==> src/rtl/sseg_capture_if.sv <==
// Bundle of the observed seven-segment display lines and the reconstructed-frame outputs.
//   sseg  [0:6]  segment lines a..g, active-low (sseg[0] = a)
//   an    [3:0]  digit enables, active-low (an[0] = least significant nibble)
//   num   [15:0] last complete 4-digit frame
//   valid        one-cycle pulse when num is updated
//   err          one-cycle pulse on an illegal accepted pattern
//   stale        level, high while nothing has been captured for TIMEOUT cycles
// master drives the display lines (the display under observation), slave is the capture block.
interface sseg_capture_if;
  logic [0:6]  sseg;
  logic [3:0]  an;
  logic [15:0] num;
  logic        valid;
  logic        err;
  logic        stale;

  modport master (output sseg, an, input num, valid, err, stale);
  modport slave  (input sseg, an, output num, valid, err, stale);
endinterface

==> src/rtl/sseg_capture.sv <==
// Seven-segment display snooper: samples a multiplexed 4-digit display, debounces each scan
// step, decodes the hex glyph and reassembles the 16-bit value shown on the display.
// Ports:
//   clk  single clock, rising edge
//   rst  asynchronous active-high reset
//   bus  sseg_capture_if.slave: sseg/an in, num/valid/err/stale out (all registered)
// Parameters:
//   STABLE   consecutive identical samples needed to accept a digit (1..15)
//   TIMEOUT  cycles without a legal capture before stale asserts
module sseg_capture #(
  parameter int unsigned STABLE  = 2,
  parameter int unsigned TIMEOUT = 1024
) (
  input logic           clk,
  input logic           rst,
  sseg_capture_if.slave bus
);

  localparam logic [3:0]         StableC = 4'(STABLE);
  localparam int unsigned        IdleW   = $clog2(TIMEOUT + 1);
  localparam logic [IdleW-1:0]   IdleMax = IdleW'(TIMEOUT);

  // Returns {legal, nibble} for a lit-segment vector ordered {a,b,c,d,e,f,g}.
  function automatic logic [4:0] decode(input logic [6:0] lit);
    logic [4:0] r;
    case (lit)
      7'b1111110: r = {1'b1, 4'h0};
      7'b0110000: r = {1'b1, 4'h1};
      7'b1101101: r = {1'b1, 4'h2};
      7'b1111001: r = {1'b1, 4'h3};
      7'b0110011: r = {1'b1, 4'h4};
      7'b1011011: r = {1'b1, 4'h5};
      7'b1011111: r = {1'b1, 4'h6};
      7'b1110000: r = {1'b1, 4'h7};
      7'b1111111: r = {1'b1, 4'h8};
      7'b1111011: r = {1'b1, 4'h9};
      7'b1110111: r = {1'b1, 4'hA};
      7'b0011111: r = {1'b1, 4'hB};
      7'b1001110: r = {1'b1, 4'hC};
      7'b0111101: r = {1'b1, 4'hD};
      7'b1001111: r = {1'b1, 4'hE};
      7'b1000111: r = {1'b1, 4'hF};
      default:    r = 5'b0_0000;
    endcase
    return r;
  endfunction

  // Sample stage and the sample before it; the run counter compares the two.
  logic [3:0]       an_q, an_prev_q;
  logic [0:6]       sseg_q, sseg_prev_q;
  logic [3:0]       run_q, run_d;
  logic [3:0]       digit_q [4];
  logic [3:0]       mask_q, mask_d;
  logic [15:0]      num_q, num_d;
  logic             valid_q, valid_d;
  logic             err_q, err_d;
  logic [IdleW-1:0] idle_q, idle_d;
  logic             stale_q;

  logic             same;
  logic             accept;
  logic             blank;
  logic [6:0]       lit;
  logic [4:0]       dec;
  logic [1:0]       digit_idx;
  logic             digit_we;
  logic             legal;
  logic [3:0]       mask_set;
  logic [15:0]      frame;

  always_comb begin
    same = (an_q == an_prev_q) && (sseg_q == sseg_prev_q);
    if (!same) begin
      run_d = 4'd1;
    end else if (run_q == StableC) begin
      run_d = run_q;
    end else begin
      run_d = run_q + 4'd1;
    end
    // Fire once when the run first reaches STABLE; a saturated run does not re-fire, but a
    // fresh run with STABLE=1 does.
    accept = (run_d == StableC) && (!same || (run_q != StableC));
  end

  always_comb begin
    blank     = (an_q == 4'hF);
    lit       = ~sseg_q;
    dec       = decode(lit);
    digit_idx = 2'd0;
    for (int i = 0; i < 4; i++) begin
      if (!an_q[i]) digit_idx = 2'(i);
    end
    mask_set = mask_q | (4'b0001 << digit_idx);
    frame    = {digit_q[3], digit_q[2], digit_q[1], digit_q[0]};
    frame[{digit_idx, 2'b00} +: 4] = dec[3:0];

    mask_d   = mask_q;
    num_d    = num_q;
    valid_d  = 1'b0;
    err_d    = 1'b0;
    digit_we = 1'b0;
    legal    = 1'b0;

    if (accept && !blank) begin
      if (!$onehot(~an_q) || !dec[4]) begin
        err_d  = 1'b1;
        mask_d = 4'b0000;
      end else begin
        legal    = 1'b1;
        digit_we = 1'b1;
        if (mask_set == 4'b1111) begin
          num_d   = frame;
          valid_d = 1'b1;
          mask_d  = 4'b0000;
        end else begin
          mask_d = mask_set;
        end
      end
    end

    if (legal) begin
      idle_d = '0;
    end else if (idle_q == IdleMax) begin
      idle_d = idle_q;
    end else begin
      idle_d = idle_q + IdleW'(1);
    end
  end

  always_ff @(posedge clk or posedge rst) begin
    if (rst) begin
      an_q        <= 4'hF;
      sseg_q      <= 7'b1111111;
      an_prev_q   <= 4'hF;
      sseg_prev_q <= 7'b1111111;
      run_q       <= 4'd0;
      mask_q      <= 4'b0000;
      num_q       <= 16'h0000;
      valid_q     <= 1'b0;
      err_q       <= 1'b0;
      idle_q      <= '0;
      stale_q     <= 1'b0;
      for (int i = 0; i < 4; i++) digit_q[i] <= 4'h0;
    end else begin
      an_q        <= bus.an;
      sseg_q      <= bus.sseg;
      an_prev_q   <= an_q;
      sseg_prev_q <= sseg_q;
      run_q       <= run_d;
      mask_q      <= mask_d;
      num_q       <= num_d;
      valid_q     <= valid_d;
      err_q       <= err_d;
      idle_q      <= idle_d;
      stale_q     <= (idle_d == IdleMax);
      if (digit_we) digit_q[digit_idx] <= dec[3:0];
    end
  end

  assign bus.num   = num_q;
  assign bus.valid = valid_q;
  assign bus.err   = err_q;
  assign bus.stale = stale_q;

endmodule
==> src/flat_wrapper.sv <==
// flat-port wrapper written by rule: the top's interface ports become plain ports
module sseg_capture_flat 
#(
  parameter int unsigned STABLE  = 2,
  parameter int unsigned TIMEOUT = 1024
)
  (clk, rst, bus_sseg, bus_an, bus_num, bus_valid, bus_err, bus_stale);
  sseg_capture_if bus_i ();
  input logic clk;
  input logic rst;
  input wire logic [$bits(bus_i.sseg)-1:0] bus_sseg;
  input wire logic [$bits(bus_i.an)-1:0] bus_an;
  output wire logic [$bits(bus_i.num)-1:0] bus_num;
  output wire logic [$bits(bus_i.valid)-1:0] bus_valid;
  output wire logic [$bits(bus_i.err)-1:0] bus_err;
  output wire logic [$bits(bus_i.stale)-1:0] bus_stale;
  assign bus_i.sseg = bus_sseg;
  assign bus_i.an = bus_an;
  assign bus_num = bus_i.num;
  assign bus_valid = bus_i.valid;
  assign bus_err = bus_i.err;
  assign bus_stale = bus_i.stale;
  sseg_capture #(.STABLE(STABLE), .TIMEOUT(TIMEOUT)) u_core (.clk(clk), .rst(rst), .bus(bus_i));
endmodule
==> config.mk <==
export PLATFORM = sky130hd
export DESIGN_NAME = sseg_capture_flat
export DESIGN_NICKNAME = d
export VERILOG_FILES = /design/src/rtl/sseg_capture_if.sv /design/src/rtl/sseg_capture.sv /design/src/flat_wrapper.sv
export SDC_FILE = /design/constraint.sdc
export NUM_CORES = 1
export LEC_CHECK = 0
export CORE_UTILIZATION = 40
export DETAILED_ROUTE_END_ITERATION = 10
export PLACE_DENSITY = 0.59
export SYNTH_ARGS = -nofsm -noshare
export SYNTH_HDL_FRONTEND = slang
export SYNTH_SLANG_ARGS = --single-unit
==> constraint.sdc <==
create_clock -name clk -period 3.7 [get_ports clk]
set_input_delay 0.74 -clock clk [delete_from_list [all_inputs] [get_ports clk]]
set_output_delay 0.74 -clock clk [all_outputs]
set_load 0.02 [all_outputs]
* Word level (Yosys, flattened, before mapping) *
Index checks and enable logic that the tools add are counted.

operators by class
  add/sub/neg operators = 6
  magnitude comparators = 2
  $mul = 0
  reductions and logical operators = 11
  eq/ne operators = 26
  shift-type cells = 3
  div/mod/pow operators = 0
  muxes and demuxes = 21
  bitwise logic cells = 5

operator list
  operator                count
  $eq 7x7->1 const B      12
  $pmux 5 s16             1
  $bwmux 16               2
  $eq 11x11->1 const B    2
  $mux 11                 2
  $eq 7x6->1 const B      3
  $mux 4                  5
  $shift 4x6->16 const A  1
  $shiftx 4x6->16         1
  $add 11x1->11 const B   1
  $demux 4 s2             1
  $eq 4x2->1 const B      2
  $eq 4x4->1 const B      2
  $mux 1                  8
  $eq 7x5->1 const B      1
  $eq 7x7->1              1
  $not 7->7               1
  $neg 4->6               1
  $add 1x1->2             2
  $add 4x1->4 const B     1
  $eq 4x4->1              1
  $logic_and 1x1->1       4
  $logic_not 1->1         4
  $mux 2                  2
  other kinds (12)        13

word-level totals
  bits in latches = 0
  bits of input ports = 13
  ROM bits = 0
  bits in registers = 76
  bits in writable memories = 0
  memories kept = 0
  word-level logic and storage cells = 89

* Longest topological paths before layout *
  depth after elaboration = 10
  gate-level depth with buffers = 11
  gate-level depth less buffers = 9

* Least setup slack after synthesis *
Ideal clock, no wire load.

  path type = flip-flop to flip-flop
  from = register u_core.an_q[3]
  to = register u_core.digit_q[12] (netlist bit)
  data arrival time = 2843 ps
  stages on the path, launching flop included = 10
  required time = 3575 ps
  buffers on the path = 0
  period minus slack after synthesis = 2968 ps
  slack = 732 ps
  cells stage by stage = dfstp_2 inv_1 ha_1 ha_1 inv_1 fa_1 nand3_1 a2111oi_4 and2_1 mux2_2

on the way
  cells in the longest elaborated chain, start to end = 8
  elaborated cells between the ends (all ways) = 26
  those cells by class = add/sub (2); order compare (2); eq/ne (4); mux (7); bitwise (2); reduce/logical (9)

ends and longest elaborated chain
  element                            line                 source
  start: declaration                 sseg_capture.sv:49   logic [3:0] an_q, an_prev_q;
  start signal: assignment           sseg_capture.sv:145  an_q <= bus.an;
  $not 4->4                          sseg_capture.sv:105  if (!$onehot(~an_q) || !dec[4]) begin
  $add 1x1->2 (not written as such)  sseg_capture.sv:105
  $add 3x3->3 (not written as such)  sseg_capture.sv:105
  $eq 3x1->1                         sseg_capture.sv:105
  $logic_not 1->1                    sseg_capture.sv:105
  $logic_or 1x1->1                   sseg_capture.sv:105
  $mux 1                             sseg_capture.sv:105
  $mux 1                             sseg_capture.sv:104  if (accept && !blank) begin
  end signal: indexed assignment     sseg_capture.sv:156  if (digit_we) digit_q[digit_idx] <= dec[3:0];
  end: declaration                   sseg_capture.sv:52   logic [3:0] digit_q [4];

Several ways; a longest one is shown, not always the timed one.
A chain may end at the register's enable or synchronous reset.

* Worst setup path after layout *
  from = register u_core.an_q[3]
  to = register u_core.digit_q[9] (netlist bit)

Same word-level chain as after synthesis.

==> results.json <==
{
  "status": "completed",
  "cts_tree": "built",
  "fin_skew_ns": 0.0111,
  "antennaDiodeCount": 0,
  "start_kind": "register",
  "slowest_stage": "dfstp_2",
  "antenna_found_initial": 0,
  "worstReg2RegEnd": "u_core.digit_q[9]$_DFFE_PP0P_",
  "start_util_pct": 41.4,
  "min-delay-start": "u_core.an_q[0]$_DFF_PP1_",
  "max_stage_delay_ns": 0.64,
  "hold_viol_final": 0,
  "timing.final.ws_setup_ns": 0.511,
  "firstDrtPassIters": 4,
  "grt_start_max_net_pins": 33,
  "pin_count": 32,
  "worstPathArrival_ns": 3.43,
  "fin_nets": 408,
  "core_um2": 9280,
  "tightestPinTransition_ns": 0.623,
  "synth_top_area_share_pct": 35.2,
  "final_common_cell": "dfrtp_1",
  "worstReg2RegStart": "u_core.an_q[3]$_DFF_PP1_",
  "max_freq_ghz": 0.314,
  "ant_nets": 0,
  "ir_worst_vdd_mv": 0.184,
  "gr-usage-all-layers_pct": 15.9,
  "crit_family": "adder cells",
  "die_area_um2": 10000,
  "cts_buffers": 9,
  "critical_path_required_ns": 3.94,
  "clock_latency_ns": 0.35,
  "ff2ff_setup_slack_ns": 0.51,
  "powerDensity_nw_per_um2": 381,
  "cts_setup_buffers": 0,
  "cts_sinks": 76,
  "worstHoldPathType": "register to register",
  "cts_hold_buf": 0,
  "wl_um": 7220,
  "fillers": 888,
  "final_util_pct": 48.4,
  "ctsResizeCount": 0,
  "synth_edf_count": 0,
  "place_congestion": 0.807,
  "min_period_over_period_pct": 86.2,
  "synth-seq-cells": 76,
  "first_iter_violations": 124,
  "fin_setup_tns_ns": 0,
  "final_cell_mix": "dfrtp_1 (54), nor2_1 (34), clkdlybuf4s50_1 (31), mux2_2 (30)",
  "vias": 2659,
  "root_buffer": "clkbuf_8",
  "syn2layout_area_growth_pct": 17.0,
  "crit_fanout": 11,
  "rows": 35,
  "total_power_w": 0.00171,
  "path_buf_inv": 2,
  "clk_pin_slew_ns": 0.08,
  "crit_path_cell_trace": "inv_1, ha_1, ha_1, inv_1, fa_1, nand3_1, a2111oi_4, and2_1, mux2_2",
  "viasPerCell": 5.14,
  "cap_violations": 0,
  "avgSynthCellArea_um2": 11.0,
  "rsz0062_at_grt": "false",
  "die_h_um": 100,
  "synth_warnings": 0,
  "syn_nets": 375,
  "drv_slew": 0,
  "drive_gt1_share_pct": 20.6,
  "slew_headroom_pct": 58.4,
  "clock_path_buffers": 2,
  "r2r.worst_path.cells": 9,
  "yosys_most_used_dff": "dfrtp_1",
  "holdPathEnd": "u_core.an_prev_q[0]$_DFF_PP1_",
  "synth_cell_types": 54,
  "yosys.area.top_type": "dfrtp_1",
  "critPathCaptureType": "register",
  "dp_slack_ns": 0.513,
  "synthArstFlopShare_pct": 100,
  "hpwl_um": 5240,
  "htreeDepth": 3,
  "first_global_vias": 2562,
  "netlist_area_um2": 3840,
  "die_w_um": 100,
  "synth-seq-area-share_pct": 50.2,
  "leakagePower_nw": 1.98,
  "synth_area_leaders": "dfrtp_1 (35%), dfstp_2 (15%), mux2_2 (8.8%)",
  "gr-total-overflow": 0,
  "drc": 0,
  "criticalPathCategory": "register to register",
  "wl_per_cell_um": 14.0,
  "hold_path_depth": 0,
  "whs_ns": 0.391,
  "numPortBuffers": 31,
  "grt_pass1_wl_um": 12400,
  "setup_viol": 0,
  "syn_inst": 350,
  "layout_min_cycle_time_ns": 3.19,
  "multi_input_area_um2": 1780,
  "seq_area_um2": 1930
}
==> stage by stage <==
stage	instance area [um^2]	instances
2_1_floorplan	3840	350
3_3_place_gp	4300	501
3_5_place_dp	4300	501
4_1_cts	4490	517
5_1_grt	4490	517
6_report	4490	517
==> worst max-delay path by stage <==
| stage | start | endpoint | slack (ns) | cells past startpoint |
|---|---|---|---|---|
| after floorplan | u_core.an_q[3]$_DFF_PP1_ | u_core.digit_q[12]$_DFFE_PP0P_ | 0.73 | 9 |
| after global placement | u_core.an_q[3]$_DFF_PP1_ | u_core.digit_q[9]$_DFFE_PP0P_ | 0.59 | 9 |
| after detailed placement | u_core.an_q[3]$_DFF_PP1_ | u_core.digit_q[9]$_DFFE_PP0P_ | 0.51 | 9 |
| after CTS | u_core.an_q[3]$_DFF_PP1_ | u_core.digit_q[9]$_DFFE_PP0P_ | 0.51 | 9 |
| after global routing | u_core.an_q[3]$_DFF_PP1_ | u_core.digit_q[9]$_DFFE_PP0P_ | 0.31 | 9 |
| final | u_core.an_q[3]$_DFF_PP1_ | u_core.digit_q[9]$_DFFE_PP0P_ | 0.51 | 9 |
==> where the power goes <==
part | internal, W | leakage (nW) | switching [W] | total, W
combinational | 0.0000689 | 0.913 | 0.0000830 | 0.000152
clock | 0.000315 | 0.0981 | 0.000318 | 0.000633
sequential | 0.000871 | 0.968 | 0.0000576 | 0.000929
total | 0.00126 | 1.98 | 0.000459 | 0.00171
==> worst reg2reg max path: cells and delay by family (launching register included) <==
| family | cells | cell delay [ns] |
|---|---|---|
| buffers and inverters | 2 | 0.12 |
| DFF | 1 | 0.64 |
| muxes | 1 | 0.35 |
| AOI/OAI and AO/OA | 1 | 0.59 |
| and+or+nand+nor | 2 | 0.50 |
| adders and majority gates | 3 | 0.88 |
==> area by class of cell <==
cell class,instances,area share (%)
Timing Repair Buffer,37,8.19
Clock buffer,9,2.76
Inverter,16,1.34
Multi-Input combinational cell,243,39.6
Clock inverter,7,1.62
Sequential cell,76,42.9
Tap cell,129,3.59
==> state kept, by name (all words and copies together) (netlist names) <==
signal / flops
u_core.bus.stale: 1
u_core.mask_q: 4
u_core.sseg_prev_q: 7
u_core.bus.valid: 1
u_core.idle_q: 11
u_core.bus.err: 1
u_core.run_q: 4
u_core.an_prev_q: 4
u_core.an_q: 4
u_core.bus.num: 16
u_core.digit_q: 16
u_core.sseg_q: 7
==> synth_stat cells, types with 2 or more instances <==
cell      number
dfrtp_1       54
nand4_1        3
xnor2_1        9
a21oi_1       22
buf_2          8
ha_1          11
a22o_1        11
nand2b_1      10
or3_1          2
inv_1         16
clkbuf_1       6
nand4b_1       3
nor2b_1        4
nand3_1       11
nor2_1        34
nor4_1         7
o21ai_0        4
nand2_1       14
nand3b_1       2
and3_1         5
mux2_2        30
dfstp_2       22
and2_1         4
a31oi_1        4
xor2_1        14
or3b_2         2
nor3_1        10
a211oi_1       2
==> layer usage <==
| layer | GRT usage [%] | vias to the layer above | part of all wire [%] |
|---|---|---|---|
| met5 | 0 | - | 0 |
| met4 | 5.69 | 0 | 1.3 |
| met3 | 2.99 | 8 | 3.3 |
| met2 | 24.0 | 46 | 44 |
| met1 | 23.0 | 1293 | 51 |
| li1 | - | 1312 | - |
==> logic make-up (layout without fill, tap and decap cells) <==
logic type / after synthesis / count (layout) / share of synthesized area (%)
simple gates: 118 / 118 / 16.3
flops: 76 / 76 / 50.2
compound gates: 60 / 60 / 11.8
buf+inv: 31 / 69 / 3.49
mux: 30 / 30 / 8.79
xor+xnor: 23 / 23 / 5.24
fa+ha+maj: 12 / 12 / 4.10
(Power assumes the default switching activity.)
